### src/rtl/udp_tx_arbiter.sv
// Round-robin arbiter sharing one MAC transmit stream between NUM_REQ frame sources.
// Defining ARB_TIMEOUT_EN adds a grant watchdog and the timeout_o pulse output.
//
// state | meaning
// IDLE  | no owner; arbitrate pending requests from the round-robin pointer
// XFER  | grant held, owner's stream muxed onto the MAC port
// GAP   | forced inter-frame idle, IFG_CYCLES long
// TERM  | watchdog frame terminator beat (tlast=1, be=0)
module udp_tx_arbiter #(
  parameter int NUM_REQ        = 3,
  parameter int IFG_CYCLES     = 4,
  parameter int TIMEOUT_CYCLES = 1024
) (
  input  logic                   clk_user_i,
  input  logic                   reset_i,
  input  logic [NUM_REQ-1:0]     req_i,
  output logic [NUM_REQ-1:0]     gnt_o,
  input  logic [NUM_REQ-1:0]     data_vld_i,
  output logic [NUM_REQ-1:0]     data_ready_o,
  input  logic [32*NUM_REQ-1:0]  data_i,
  input  logic [4*NUM_REQ-1:0]   data_be_i,
  input  logic [NUM_REQ-1:0]     data_tlast_i,
  output logic                   mac_tx_data_vld_o,
  input  logic                   mac_tx_data_ready_i,
  output logic [31:0]            mac_tx_data_o,
  output logic [3:0]             mac_tx_data_be_o,
  output logic                   mac_tx_data_tlast_o,
  output logic                   busy_o,
  output logic [2:0]             owner_o
`ifdef ARB_TIMEOUT_EN
  ,
  output logic                   timeout_o
`endif
);

  typedef enum logic [1:0] {IDLE, XFER, GAP, TERM} state_t;

  state_t      state;
  logic [2:0]  ptr;
  logic [7:0]  gap_cnt;
  logic        found;
  logic [2:0]  winner;
  int          cand;
  logic        sel_vld;
  logic [31:0] sel_data;
  logic [3:0]  sel_be;
  logic        sel_tlast;
  logic        fire;

`ifdef ARB_TIMEOUT_EN
  localparam logic [15:0] WD_LIMIT = 16'(TIMEOUT_CYCLES - 1);
  logic [15:0] wd_cnt;
`endif

  // First requester at or after the pointer, walking circularly.
  always_comb begin
    found  = 1'b0;
    winner = '0;
    cand   = 0;
    for (int i = 0; i < NUM_REQ; i++) begin
      cand = (int'(ptr) + i) % NUM_REQ;
      for (int k = 0; k < NUM_REQ; k++) begin
        if (!found && cand == k && req_i[k]) begin
          found  = 1'b1;
          winner = 3'(k);
        end
      end
    end
  end

  always_comb begin
    sel_vld   = 1'b0;
    sel_data  = '0;
    sel_be    = '0;
    sel_tlast = 1'b0;
    for (int k = 0; k < NUM_REQ; k++) begin
      if (owner_o == 3'(k)) begin
        sel_vld   = data_vld_i[k];
        sel_data  = data_i[32*k +: 32];
        sel_be    = data_be_i[4*k +: 4];
        sel_tlast = data_tlast_i[k];
      end
    end
  end

  assign fire   = (state == XFER) && sel_vld && mac_tx_data_ready_i;
  assign busy_o = (state != IDLE);

  always_comb begin
    mac_tx_data_vld_o   = 1'b0;
    mac_tx_data_o       = '0;
    mac_tx_data_be_o    = '0;
    mac_tx_data_tlast_o = 1'b0;
    data_ready_o        = '0;
    if (state == XFER) begin
      mac_tx_data_vld_o   = sel_vld;
      mac_tx_data_o       = sel_data;
      mac_tx_data_be_o    = sel_be;
      mac_tx_data_tlast_o = sel_tlast;
      for (int k = 0; k < NUM_REQ; k++)
        data_ready_o[k] = (owner_o == 3'(k)) && mac_tx_data_ready_i;
    end else if (state == TERM) begin
      mac_tx_data_vld_o   = 1'b1;
      mac_tx_data_tlast_o = 1'b1;
    end
  end

  always_ff @(posedge clk_user_i) begin
    if (reset_i) begin
      state   <= IDLE;
      gnt_o   <= '0;
      owner_o <= '0;
      ptr     <= '0;
      gap_cnt <= '0;
`ifdef ARB_TIMEOUT_EN
      wd_cnt    <= '0;
      timeout_o <= 1'b0;
`endif
    end else begin
`ifdef ARB_TIMEOUT_EN
      timeout_o <= 1'b0;
`endif
      case (state)
        IDLE: begin
          if (found) begin
            gnt_o   <= {{(NUM_REQ-1){1'b0}}, 1'b1} << winner;
            owner_o <= winner;
            ptr     <= (winner == 3'(NUM_REQ - 1)) ? 3'd0 : winner + 3'd1;
            state   <= XFER;
`ifdef ARB_TIMEOUT_EN
            wd_cnt  <= '0;
`endif
          end
        end
        XFER: begin
          if (fire && sel_tlast) begin
            gnt_o   <= '0;
            gap_cnt <= '0;
            state   <= (IFG_CYCLES == 0) ? IDLE : GAP;
          end
`ifdef ARB_TIMEOUT_EN
          else if (fire) begin
            wd_cnt <= '0;
          end else if (wd_cnt == WD_LIMIT) begin
            gnt_o     <= '0;
            timeout_o <= 1'b1;
            state     <= TERM;
          end else begin
            wd_cnt <= wd_cnt + 16'd1;
          end
`endif
        end
        GAP: begin
          if (gap_cnt == 8'(IFG_CYCLES - 1)) state <= IDLE;
          else gap_cnt <= gap_cnt + 8'd1;
        end
        TERM: begin
          gap_cnt <= '0;
          state   <= (IFG_CYCLES == 0) ? IDLE : GAP;
        end
        default: state <= IDLE;
      endcase
    end
  end

endmodule

### config.mk
export PLATFORM = sky130hd
export DESIGN_NAME = udp_tx_arbiter
export DESIGN_NICKNAME = d
export VERILOG_FILES = /design/src/rtl/udp_tx_arbiter.sv
export SDC_FILE = /design/constraint.sdc
export NUM_CORES = 1
export LEC_CHECK = 0
export ABC_CLOCK_PERIOD_IN_PS = 4550
export CORE_UTILIZATION = 36
export CTS_CLUSTER_SIZE = 14
export DETAILED_ROUTE_END_ITERATION = 8
export PLACE_DENSITY = 0.79
export SLEW_MARGIN = 5
export SYNTH_ARGS = -nofsm -noshare
export SYNTH_HDL_FRONTEND = slang
export SYNTH_SLANG_ARGS = --single-unit
### constraint.sdc
create_clock -name clk_user_i -period 4.55 [get_ports clk_user_i]
set_clock_uncertainty 0.15 [all_clocks]
set_input_delay 0.91 -clock clk_user_i [delete_from_list [all_inputs] [get_ports clk_user_i]]
set_output_delay 0.91 -clock clk_user_i [all_outputs]
set_load 0.02 [all_outputs]
==> metrics.md, run 1 <==
| Metric | Value |
|---|---|
| Status | `finished clean` |
| #FFs+latches synth | `18` |
| Clock Latency Late Sink | `0.25 ns` |
| IO Port Bufs | `166` |
| Hold buffer count at CTS | `0` |
| R2r setup slk | `0.23 ns` |
| CTS root buffer | `clkbuf_8` |
| Measured slew at the worst slew-check pin | `1.18 ns` |
| WL/cell | `15.9 µm` |
| Final HPWL DP | `8.87 mm` |
| Vias in the first global route | `3689` |
| Drt first pass iters | `5` |
| Design Area, Final | `4860 µm²` |
| Boundary Pins | `168` |
| Largest net degree at the start of global routing | `43` |
| Area grow syn2layout | `61.6%` |
| Arr. time, crit path | `4.33 ns` |
| Remaining Overflow, GRT | `0` |
| Ant. Diodes | `0` |
| Placer Congestion | `0.938` |
| Post-Syn Instances | `436` |
| Clock tree from TritonCTS | `built` |
| Syn Area/Cell | `6.89 µm²` |
| GRT met2 Usage | `45.2%` |
| Post-synth EDFFs | `0` |
| Max-slew violations | `0` |
| CP required | `4.56 ns` |
| M3 GR Usage | `4.80%` |
| CTS sink cnt | `18` |
| Core footprint | `7890 µm²` |
| Starting density of the core | `38.1%` |
| Yosys top cell by area | `mux2i_1` |
| Fraction of layout cells with a size suffix above 1 | `6.12%` |
| Crit start category | `register` |
| WL final | `11.0 mm` |
| Sequential-to-total area share from yosys stat | `12.0%` |
| Maximum vdd drop | `0.194 mV` |
| Headroom to the max-slew limit | `21.3%` |
| Initial antenna violation count | `0` |
| Via Count | `3772` |
| Tcrit/Tclk final | `94.9%` |
| DRC | `0` |
| Synth top area share | `13.7%` |
| Number of nets still failing antenna checks after routing | `0` |
| Synthesized area | `3010 µm²` |
| Num rows | `32` |
| Setup tns final | `0 ns` |
| Upper clock frequency limit | `0.232 GHz` |
| H-tree depth reported by CTS | `1` |
| GR peak layer | `met2` |
| CTS Buffer Depth | `2` |
| Final min period | `4.32 ns` |
| Final Hold Viols | `0` |
| Height of the die | `93.4 µm` |
| Final net count | `730` |
| Global Route Usage Sum | `24.4%` |
| Die X | `93.4 µm` |
| Met1 Track Usage GR | `27.8%` |
| Main flop type after synthesis | `dfxtp_1` |
| Worst-path clk slew | `0.07 ns` |
| Ranking of synthesized cells by area | `mux2i_1, dfxtp_1, nor2_1` |
| Die ar. | `8720 µm²` |
| First-pass GRT wire length | `17.3 mm` |
| Via density | `5.47` |
| Worst Path Max Fanout | `8` |
| DR iter-0 viols | `193` |
| WS Path Type | `register to register` |
| HP Class | `register to register` |
| Placed Area | `4730 µm²` |
| Power density of the placed cells | `440 nW/µm²` |
| LEAKAGE | `1.87 nW` |
| Library cells used by synthesis | `68` |
| Inserted Clock Buffers | `3` |
| Max Cap Violations | `0` |
| Synth warn | `0` |
| Syn Nets | `576` |
| Fillcell total | `698` |
| Async SR Flop Fraction | `0%` |
| Final setup vio count | `0` |
| CP Capture Type | `register` |
[worst max-delay path: stages (launching register included)]
cell and delay (ns):
dfxtp_1 0.38, buf_4 0.18, ha_1 0.17, and2_2 0.22
nor2_1 0.06, ha_1 0.25, ha_1 0.26, a211oi_1 0.33
a2111oi_4 0.16, ha_2 0.25, nand3b_1 0.11, a32oi_1 0.11
o32ai_1 0.34, o2111ai_2 0.29, a211oi_4 0.34, a211o_1 0.24
nand2_1 0.11, a211oi_1 0.28
[registers in the layout, indices dropped and copies added, names as in the netlist]
| register | cells |
|---|---|
| gnt_o | 3 |
| gap_cnt | 8 |
| state | 2 |
| ptr | 3 |
| owner_o | 2 |
[path summary, 6_finish.rpt]
kind | from | to | depth (start not counted)
worst max-delay path | ptr[1] | ptr[1] | 17
worst min register to register | ptr[2] | ptr[2] | 1
worst max register to register | ptr[1] | ptr[1] | 17
worst min-delay path | ptr[2] | ptr[2] | 1
[power breakdown]
part	total (mW)	leakage (nW)	switching [mW]	internal [mW]
logic	1.79	1.70	1.00	0.794
clock network	0.110	0.0216	0.0509	0.0587
registers	0.235	0.147	0.0506	0.184
total	2.14	1.87	1.10	1.04
[placed cells by master (no fill, tap or decap), types with 3 or more instances in the layout]
| master | Yosys | layout |
|---|---|---|
| buf_4 | 3 | 12 |
| a21oi_1 | 55 | 55 |
| mux2i_1 | 41 | 41 |
| a21o_1 | 4 | 4 |
| or3_1 | 4 | 4 |
| nor3b_1 | 4 | 4 |
| o31a_1 | 3 | 3 |
| inv_1 | 17 | 17 |
| nand3_1 | 9 | 9 |
| ha_1 | 20 | 19 |
| nor2_1 | 93 | 93 |
| o211ai_1 | 4 | 4 |
| o21ai_0 | 7 | 7 |
| nor4_1 | 3 | 3 |
| a211oi_1 | 7 | 6 |
| clkbuf_8 | 0 | 3 |
| and2_1 | 5 | 4 |
| nor3_1 | 12 | 12 |
| nand2_1 | 20 | 20 |
| xnor2_1 | 4 | 4 |
| nor2b_1 | 5 | 4 |
| clkdlybuf4s50_1 | 0 | 166 |
| xor2_1 | 6 | 6 |
| o21ai_1 | 3 | 3 |
| and3_1 | 4 | 4 |
| nand2b_1 | 4 | 4 |
| o32ai_1 | 4 | 4 |
| o21a_1 | 3 | 3 |
| dfxtp_1 | 18 | 17 |
[cells in the mapped netlist (5+ instances only)]
master    instances
ha_1             20
nand3_1           9
xor2_1            6
nor3_1           12
and2_1            5
mux2i_1          41
nor2_1           93
inv_1            17
nand2_1          20
a211oi_1          7
dfxtp_1          18
nor2b_1           5
clkbuf_1         17
a21oi_1          55
o21ai_0           7
buf_1             5
[layer usage]
metal,share of wire (%),up-vias
met5,0,-
met4,2.8,0
met3,6.1,27
met2,52,141
met1,39,1735
li1,-,1869
[final cells by class]
| cell class | instances | area (µm²) | share of cell area, % |
|---|---|---|---|
| repair buffers | 178 | 1750 | 36.1 |
| inverters | 18 | 67.6 | 1.39 |
| multi-input cells | 371 | 2510 | 51.6 |
| flip-flops and latches | 18 | 362 | 7.45 |
| clock buffers | 3 | 41.3 | 0.850 |
| well taps | 102 | 128 | 2.63 |
[stage by stage]
step / utilization (%) / power (mW) / hold WS (ns) / setup WS (ns) / instances
2_1_floorplan: - / 1.36 / 0.326 / 0.184 / 436
3_3_place_gp: 59.9 / 1.93 / 0.348 / 0.381 / 684
3_5_place_dp: 59.9 / 1.96 / 0.358 / 0.119 / 684
4_1_cts: 60.5 / 2.08 / 0.366 / 0.0905 / 687
5_1_grt: 61.6 / 2.30 / 0.380 / -0.0215 / 690
6_report: 61.6 / 2.14 / 0.371 / 0.233 / 690
[repair_timing]
| action | 4_1_cts | 5_1_grt |
|---|---|---|
| buffers inserted | 0 | 3 |
| gates resized for setup | 0 | 10 |
| endpoints found under the setup margin | 0 | 9 |
[cell families after synthesis]
kind of cell / Yosys count / synth area share (%)
simple gates: 176 / 27.8
mux: 41 / 13.7
compound gates: 121 / 27.3
xor+xnor: 12 / 4.00
other cells: 1 / 0.125
flops: 18 / 12.0
fa+ha+maj: 20 / 8.33
buf+inv: 47 / 6.83
No activity file was read; power rests on OpenSTA's default activity.
==> run 2: changes to the inputs <==
--- a/config.mk
+++ b/config.mk
@@ -9,7 +9,9 @@
 export CORE_UTILIZATION = 36
 export CTS_CLUSTER_SIZE = 14
 export DETAILED_ROUTE_END_ITERATION = 8
+export HOLD_SLACK_MARGIN = 0.12
 export PLACE_DENSITY = 0.79
+export SKIP_CTS_REPAIR_TIMING = 1
 export SLEW_MARGIN = 5
 export SYNTH_ARGS = -nofsm -noshare
 export SYNTH_HDL_FRONTEND = slang
==> results of run 2 <==
Same layout as run 1: the final DEF is identical, and so are final timing and power.
==> run 3: changes to the inputs <==
--- a/config.mk
+++ b/config.mk
@@ -6,11 +6,12 @@
 export NUM_CORES = 1
 export LEC_CHECK = 0
 export ABC_CLOCK_PERIOD_IN_PS = 4550
-export CORE_UTILIZATION = 36
+export CORE_UTILIZATION = 37
+export CTS_BUF_LIST = sky130_fd_sc_hd__clkbuf_4 sky130_fd_sc_hd__clkbuf_8
 export CTS_CLUSTER_SIZE = 14
 export DETAILED_ROUTE_END_ITERATION = 8
 export HOLD_SLACK_MARGIN = 0.12
-export PLACE_DENSITY = 0.79
+export PLACE_DENSITY = 0.81
 export SKIP_CTS_REPAIR_TIMING = 1
 export SLEW_MARGIN = 5
 export SYNTH_ARGS = -nofsm -noshare
==> metrics.md, run 3 (same netlist as run 1, synthesis figures left out) <==
| Metric | Value |
|---|---|
| HP Class | `register to register` |
| Regs by FF count | `gap_cnt (8), gnt_o (3), ptr (3)` |
| LEAKAGE | `1.88 nW` |
| Cell family with most CP delay | `compound AO/OA/AOI/OAI gates` |
| Most frequent cells in the layout | `clkdlybuf4s50_1, nor2_1, a21oi_1, mux2i_1, nand2_1` |
| Headroom to the max-slew limit | `32.8%` |
| DR iter-0 viols | `131` |
| Commonest non-fill, non-tap cell in the layout | `clkdlybuf4s50_1` |
| CTS Buffer Depth | `2` |
| IO Port Bufs | `166` |
| Measured slew at the worst slew-check pin | `1.01 ns` |
| Clock tree from TritonCTS | `built` |
| Final HPWL DP | `8.90 mm` |
| Area grow syn2layout | `62.1%` |
| Via Count | `3759` |
| Starting density of the core | `38.5%` |
| Status | `finished clean` |
| WL final | `11.0 mm` |
| Number of nets still failing antenna checks after routing | `0` |
| Unrepaired setup endpoints after global routing | `no` |
| DRC | `0` |
| CP required | `4.57 ns` |
| Core footprint | `7810 µm²` |
| Inserted Clock Buffers | `3` |
| H-tree depth reported by CTS | `1` |
| Crit-path cells | `inv_1, ha_1, ha_1, ha_1, nand2_1, inv_1, a2111oi_2, ha_2, a211oi_1, and3b_1, or3_4, a211oi_4, a211o_1, nand2_1, a211oi_1` |
| Setup tns final | `0 ns` |
| WL/cell | `15.9 µm` |
| Tcrit/Tclk final | `94.3%` |
| Worst-path clk slew | `0.07 ns` |
| Die ar. | `8490 µm²` |
| Vias in the first global route | `3729` |
| Final net count | `730` |
| Final Hold Viols | `0` |
| Largest net degree at the start of global routing | `43` |
| Final min period | `4.29 ns` |
| First-pass GRT wire length | `17.3 mm` |
| Max Cap Violations | `0` |
| Worst Path Max Fanout | `6` |
| Worst path buffer plus inverter count | `2` |
| Num rows | `32` |
| CTS root buffer | `clkbuf_8` |
| Most flops, register | `gap_cnt` |
| Placer Congestion | `0.864` |
| Height of the die | `92.1 µm` |
| Global Route Usage Sum | `25.2%` |
| CTS sink cnt | `18` |
| Via density | `5.44` |
| Storage cell area | `362 µm²` |
| Ant. Diodes | `0` |
| Fillcell total | `684` |
| Slowest stage cell, crit path | `dfxtp_1` |
| Max-slew violations | `0` |
| Remaining Overflow, GRT | `0` |
| Cell mode on critical path | `ha_1` |
| Boundary Pins | `168` |
| Die X | `92.1 µm` |
| Maximum vdd drop | `0.204 mV` |
| WS Path Type | `register to register` |
| Final setup vio count | `0` |
| Clock Latency Late Sink | `0.25 ns` |
| CP Capture Type | `register` |
| Crit-path max cell delay | `0.47 ns` |
| Crit start category | `register` |
| Initial antenna violation count | `0` |
| Fraction of layout cells with a size suffix above 1 | `6.28%` |
| Multi-input gate area | `2510 µm²` |
| Arr. time, crit path | `4.31 ns` |
| Total power draw | `2.20 mW` |
| Drt first pass iters | `5` |
| Upper clock frequency limit | `0.233 GHz` |
| Max reg flops | `8` |
| Power density of the placed cells | `451 nW/µm²` |
[run 3: report_power, final]
part,switching (mW),internal [mW]
Sequential,0.0506,0.184
Combinational,1.02,0.812
Clock,0.0557,0.0769
[run 3: layer usage]
layer  GRT usage, %  vias up  share of wire, %
li1               -     1871                 -
met1           27.9     1732                39
met2           48.0      136                53
met3           4.73       20               5.9
met4           7.29        0               2.0
met5              0        -                 0
[run 3: area by class of cell]
cell class              instances  area share, %
inverters                      18           1.39
multi-input cells             371           51.5
well taps                     102           2.62
clock buffers                   4           1.13
repair buffers                178           36.0
flip-flops and latches         18           7.42
[run 3: tightest hold or removal path: cells and delay by family (launching register included)]
kind           cells  cell delay [ns]
flip-flops         1             0.31
AO/OA/AOI/OAI      2             0.16
[run 3: through the flow]
stage	setup WS, ns	instances	utilization [%]	cell area (µm²)	hold WS, ns
2_1_floorplan	0.184	436	-	3010	0.326
3_3_place_gp	0.358	687	60.8	4750	0.337
3_5_place_dp	0.165	687	60.8	4750	0.359
4_1_cts	0.0388	691	61.6	4810	0.369
5_1_grt	0.00628	691	62.4	4870	0.392
6_report	0.258	691	62.4	4870	0.369
[run 3: worst paths after layout]
path              startpoint  endpoint  slack [ns]  depth (start not counted)
setup / recovery      ptr[1]    ptr[1]        0.26                         15
hold / removal      gnt_o[2]  gnt_o[2]        0.37                          2
setup reg to reg      ptr[1]    ptr[1]        0.26                         15
hold reg to reg     gnt_o[2]  gnt_o[2]        0.37                          2
